**config.mk**
```make
export PLATFORM = sky130hd
export DESIGN_NAME = frame_stream_ctrl
export DESIGN_NICKNAME = d
export VERILOG_FILES = /design/src/rtl/frame_stream_ctrl.sv
export SDC_FILE = /design/constraint.sdc
export NUM_CORES = 1
export LEC_CHECK = 0
export ABC_AREA = 1
export ABC_CLOCK_PERIOD_IN_PS = 1450
export CAP_MARGIN = 10
export CORE_ASPECT_RATIO = 0.75
export CORE_MARGIN = 2
export CORE_UTILIZATION = 40
export DETAILED_ROUTE_END_ITERATION = 7
export PLACE_DENSITY_LB_ADDON = 0.3
export SLEW_MARGIN = 20
export SYNTH_ARGS = -nofsm -noshare
export SYNTH_HDL_FRONTEND = slang
export SYNTH_SLANG_ARGS = --single-unit
```
**constraint.sdc**
```tcl
create_clock -name clk_i -period 1.45 [get_ports clk_i]
set_input_delay 0.2175 -clock clk_i [delete_from_list [all_inputs] [get_ports clk_i]]
set_output_delay 0.2175 -clock clk_i [all_outputs]
set_load 0.005 [all_outputs]
```
**src/rtl/frame_stream_ctrl.sv**
```systemverilog
// Frame sequencer. It reads one frame from the source RAM and feeds it to the processing
// core, then writes every core output pulse into the destination RAM at sequential addresses.
module frame_stream_ctrl #(
  parameter int PIXELS = 76800,
  parameter int AW     = 17,
  parameter int DW     = 8
) (
  input  logic          clk_i,
  input  logic          rst_i,
  input  logic          start_i,
  output logic          busy_o,
  output logic          done_o,
  output logic          ovf_o,
  output logic          src_en_o,
  output logic [AW-1:0] src_addr_o,
  input  logic [DW-1:0] src_data_i,
  output logic          core_en_o,
  output logic [DW-1:0] core_data_o,
  output logic          core_valid_o,
  input  logic          core_ready_i,
  input  logic [DW-1:0] core_data_i,
  input  logic          core_valid_i,
  output logic          dst_en_o,
  output logic          dst_we_o,
  output logic [AW-1:0] dst_addr_o,
  output logic [DW-1:0] dst_data_o,
  output logic [2:0]    dbg_state_o
);

  typedef enum logic [2:0] {
    S_IDLE  = 3'd0,
    S_RD    = 3'd1,
    S_WAIT  = 3'd2,
    S_SEND  = 3'd3,
    S_DRAIN = 3'd4,
    S_DONE  = 3'd5
  } state_t;

  // One spare counter bit keeps a count of PIXELS representable even when PIXELS == 2**AW.
  localparam int CW = AW + 1;
  localparam logic [CW-1:0] LAST_PIX = CW'(PIXELS - 1);
  localparam logic [CW-1:0] FULL_CNT = CW'(PIXELS);

  state_t        state_q, state_d;
  logic [CW-1:0] in_cnt_q, in_cnt_d;
  logic [CW-1:0] out_cnt_q, out_cnt_d;
  logic          busy_q, busy_d;
  logic          done_q, done_d;
  logic          ovf_q, ovf_d;
  logic          src_en_q, src_en_d;
  logic [AW-1:0] src_addr_q, src_addr_d;
  logic [DW-1:0] core_data_q, core_data_d;
  logic          core_valid_q, core_valid_d;
  logic          dst_wr_q, dst_wr_d;
  logic [AW-1:0] dst_addr_q, dst_addr_d;
  logic [DW-1:0] dst_data_q, dst_data_d;
  logic          capture;

  // Handshake: core_valid_o holds with core_data_o stable until a cycle where core_ready_i is
  // also high; that cycle transfers the pixel and core_valid_o drops on the following cycle.
  always_comb begin
    state_d     = state_q;
    in_cnt_d    = in_cnt_q;
    out_cnt_d   = out_cnt_q;
    ovf_d       = ovf_q;
    core_data_d = core_data_q;
    dst_wr_d    = 1'b0;
    dst_addr_d  = dst_addr_q;
    dst_data_d  = dst_data_q;
    capture     = (state_q == S_RD) || (state_q == S_WAIT) ||
                  (state_q == S_SEND) || (state_q == S_DRAIN);

    case (state_q)
      S_IDLE, S_DONE: begin
        if (start_i) begin
          state_d   = S_RD;
          in_cnt_d  = '0;
          out_cnt_d = '0;
          ovf_d     = 1'b0;
        end
      end
      S_RD:   state_d = S_WAIT;
      S_WAIT: begin
        core_data_d = src_data_i;
        state_d     = S_SEND;
      end
      S_SEND: begin
        if (core_ready_i) begin
          in_cnt_d = in_cnt_q + CW'(1);
          state_d  = (in_cnt_q == LAST_PIX) ? S_DRAIN : S_RD;
        end
      end
      S_DRAIN: begin
        if (out_cnt_q == FULL_CNT) state_d = S_DONE;
      end
      default: state_d = S_IDLE;
    endcase

    // Core output has no backpressure, so every pulse is written or flagged as overflow.
    if (capture && core_valid_i) begin
      if (out_cnt_q < FULL_CNT) begin
        dst_wr_d   = 1'b1;
        dst_addr_d = out_cnt_q[AW-1:0];
        dst_data_d = core_data_i;
        out_cnt_d  = out_cnt_q + CW'(1);
      end else begin
        ovf_d = 1'b1;
      end
    end

    busy_d       = (state_d == S_RD) || (state_d == S_WAIT) ||
                   (state_d == S_SEND) || (state_d == S_DRAIN);
    done_d       = (state_d == S_DONE);
    src_en_d     = (state_d == S_RD);
    src_addr_d   = (state_d == S_RD) ? in_cnt_d[AW-1:0] : src_addr_q;
    core_valid_d = (state_d == S_SEND);
  end

  always_ff @(posedge clk_i) begin
    if (rst_i) begin
      state_q      <= S_IDLE;
      in_cnt_q     <= '0;
      out_cnt_q    <= '0;
      busy_q       <= 1'b0;
      done_q       <= 1'b0;
      ovf_q        <= 1'b0;
      src_en_q     <= 1'b0;
      src_addr_q   <= '0;
      core_data_q  <= '0;
      core_valid_q <= 1'b0;
      dst_wr_q     <= 1'b0;
      dst_addr_q   <= '0;
      dst_data_q   <= '0;
    end else begin
      state_q      <= state_d;
      in_cnt_q     <= in_cnt_d;
      out_cnt_q    <= out_cnt_d;
      busy_q       <= busy_d;
      done_q       <= done_d;
      ovf_q        <= ovf_d;
      src_en_q     <= src_en_d;
      src_addr_q   <= src_addr_d;
      core_data_q  <= core_data_d;
      core_valid_q <= core_valid_d;
      dst_wr_q     <= dst_wr_d;
      dst_addr_q   <= dst_addr_d;
      dst_data_q   <= dst_data_d;
    end
  end

  assign busy_o       = busy_q;
  assign core_en_o    = busy_q;
  assign done_o       = done_q;
  assign ovf_o        = ovf_q;
  assign src_en_o     = src_en_q;
  assign src_addr_o   = src_addr_q;
  assign core_data_o  = core_data_q;
  assign core_valid_o = core_valid_q;
  assign dst_en_o     = dst_wr_q;
  assign dst_we_o     = dst_wr_q;
  assign dst_addr_o   = dst_addr_q;
  assign dst_data_o   = dst_data_q;
  assign dbg_state_o  = state_q;

endmodule

```
==> summary.txt <==
STA
  • RSZ-0062 raised after global routing: true
  • Worst-margin pin slew: 0.478 ns
  • Fin crit share: 1.18
  • Setup Skew: 0.00780 ns
  • Final setup margin: -0.262 ns
  • Fin. Hold Viols: 0
  • Max-Slew Margin vs Limit: 0.679
  • F_max: between 0.5 and 0.6 GHz
  • Total Neg Setup Slack: -8.15 ns
  • Crit path time final: 1.71 ns
  • Hold WS: 0.465 ns
  • Max-slew violations: 0
  • Final setup vio count: 79

Yosys
  • Yosys warning count: 0
  • Syn nets: 682
  • Count leader, synth: nand2_1
  • Number of synthesized flops with an enable pin: 0
  • Post-synth top cells: nand2_1 (137), nor2_1 (129), dfxtp_1 (95)
  • Seq/Total Area, Yosys: 0.424
  • Syn avg cell area: 6.82 um^2
  • Fraction of registers with async set/reset: 0
  • Synth top area share: 0.424
  • Syn Inst Count: 658
  • Dominant cells by area after synthesis: dfxtp_1 (42%), nand2_1 (11%), nor2_1 (11%)
  • Top_reg_cell synth: dfxtp_1
  • Area leader, netlist: dfxtp_1
  • Unique cell type count in the Yosys netlist: 39
  • Post-synthesis cell area: 0.00449 mm^2
  • Post-synthesis register bit count: 95

Worst setup path
  • CP peak stage delay: 0.41 ns
  • Critical path's top delay family: buffers and inverters
  • Crit path buffers/inverters: 4
  • Arrival time worst endpoint: 1.94 ns
  • Crit Path Class: flop to flop
  • CP required: 1.68 ns
  • CP cell instances: buf_6, nand2_4, nand2_4, nand2_4, buf_6, nor2_4, clkinv_4, buf_6, a21oi_2, nor2_1
  • Crit-path slowest cell: dfxtp_4
  • Worst-path fanout max: 6
  • CP Capture Type: flop
  • CP Launch Type: flop

Run
  • MaxCap Viol Count: 0

Route
  • WL final: 16300 um
  • DRT iter0 DRCs: 306
  • Drt drc: 1
  • Router iterations before antenna repair: 7
  • Antenna viol nets, final: 0
  • Via density: 5.19
  • Vias after detailed routing: between 5000 and 6000
  • Detailed-route wire length per cell: 16.1 um

Clock network
  • Root buf cell: clkbuf_16
  • CTS tree: done
  • TritonCTS Buffers: 9
  • Clk buf depth: 2
  • Clock Latency Late Sink: 0.35 ns
  • Num Clock Sinks: 95
  • Number of H-tree levels: 3
  • Clock transition at path regs: 0.07 ns
  • Hold Buf Count CTS: 0

Cells and area
  • N_diodes: 0
  • Layout cells sized above 1: 0.386
  • Area Growth Syn to Fin: 72.0%
  • # nets final: 897
  • End-of-flow core utilization: 0.706

Outcome
  • Status: finished, violations left
  • Failing checks: DRC, setup timing

Die
  • Die Span X: between 100 and 150 um
  • Chip height: 95.7 um
  • # IOs: 82
  • Initial Util: 0.410
  • Placement row count: 33
  • Core box area: 0.0109 mm^2
  • Die area: between 0.01 and 0.015 mm^2

GRT
  • GRT Total Usage: 0.232
  • First-pass GRT wire length: 22300 um
  • Number of global-route vias before repair: around 4800
  • Initial antenna violation count: 0
  • Largest net degree at the start of global routing: 40
  • Final global-route overflow total: 0

Placed design
  • HPWL after detailed placement: 9610 um
  • I/O Buffers: 81
  • Placer's final routability congestion estimate: between 0.8 and 0.9

Worst hold path
  • Hold Path Class: flop to flop

Power and ir drop
  • Leakage power total: 3.51 nW
  • Worst IR Drop VDD: 0.610 mV
  • PwrDens: between 1000 and 1500 mW/mm^2
metrics by stage:
stage / cell area (um^2) / cells / power, W / setup WS (ns)
2_1_floorplan: 4520 / 658 / 0.00402 / -0.105
3_3_place_gp: 6270 / 970 / 0.00502 / -0.413
5_1_grt: 7720 / 1018 / 0.00835 / -0.332
6_report: 7720 / 1018 / 0.00795 / -0.262
3_5_place_dp: 6270 / 970 / 0.00507 / -0.436
4_1_cts: 7050 / 1001 / 0.00761 / -0.142
routing by layer:
metal / vias up / share of wire / global-route usage
met2: 234 / 0.47 / 0.391
met4: 0 / 0.035 / 0.0852
met5: - / 0 / 0
li1: 2514 / - / -
met3: 65 / 0.079 / 0.0578
met1: 2471 / 0.41 / 0.292
state kept, by name, summed over array words and instances, names as in the netlist:
signal,count
done_o,1
out_cnt_q,18
ovf_o,1
src_addr_o,17
dst_en_o,1
core_valid_o,1
dst_addr_o,17
src_en_o,1
core_data_o,8
dst_data_o,8
dbg_state_o,3
in_cnt_q,18
busy_o,1
cell usage in the layout, fill, tap and decap left out, types with 10 or more instances in the layout:
| cell | synthesis | layout |
|---|---|---|
| nand2_4 | 1 | 17 |
| buf_4 | 8 | 101 |
| o21ai_0 | 54 | 27 |
| nand4_1 | 10 | 10 |
| nand2_2 | 5 | 24 |
| nand2_1 | 137 | 100 |
| inv_2 | 10 | 14 |
| nor2_2 | 2 | 14 |
| dfxtp_1 | 95 | 68 |
| inv_1 | 75 | 66 |
| dfxtp_2 | 0 | 23 |
| clkdlybuf4s50_1 | 0 | 69 |
| nand3_1 | 42 | 24 |
| o21ai_1 | 2 | 23 |
| clkbuf_16 | 0 | 11 |
| nor2_1 | 129 | 109 |
| nor2_4 | 2 | 10 |
| nand3_2 | 2 | 14 |
| a21oi_1 | 28 | 11 |
| buf_6 | 2 | 36 |
| a21oi_2 | 0 | 15 |
final timing paths:
check                             startpoint                    endpoint  slack (ns)  cells after the start
setup / recovery   dbg_state_o[0]$_SDFF_PP0_    out_cnt_q[13]$_SDFF_PP0_       -0.26                     10
hold reg to reg   dst_data_o[5]$_SDFFE_PP0P_  dst_data_o[5]$_SDFFE_PP0P_        0.46                      2
hold / removal    dst_data_o[5]$_SDFFE_PP0P_  dst_data_o[5]$_SDFFE_PP0P_        0.46                      2
setup reg to reg   dbg_state_o[0]$_SDFF_PP0_    out_cnt_q[13]$_SDFF_PP0_       -0.26                     10
layout make-up:
type                    instances  area (um^2)
clock buffers                  11          243
fillers                       782         3220
inverters                      85          338
multi-input cells             454         2780
clock inverters                 5         40.0
well taps                     140          175
repair buffers                228         2200
flip-flops and latches         95         1950
what timing repair did:
action	CTS	global route
setup endpoints to repair	88	90
setup buffers	15	15
gates resized for setup	126	151
cloned	0	3
pin swaps	41	60
worst min-delay path: stages, from the launching register on:
cell and delay (ns):
dfxtp_1 0.32, nor2_1 0.04, nor2_1 0.06
report_power, final:
group	switching [W]	internal, W
Clock	0.00105	0.00123
Sequential	0.000138	0.00284
Combinational	0.00132	0.00137
kinds of logic (layout without fill, tap and decap cells):
logic type / Yosys count / count (layout) / synth area share
simple gates: 351 / 351 / 0.342
flops: 95 / 95 / 0.424
buf+inv: 109 / 329 / 0.102
fa+ha+maj: 3 / 3 / 0.00836
compound gates: 99 / 99 / 0.122
xor+xnor: 1 / 1 / 0.00195
Note: power is estimated with default switching activity, not from simulation.
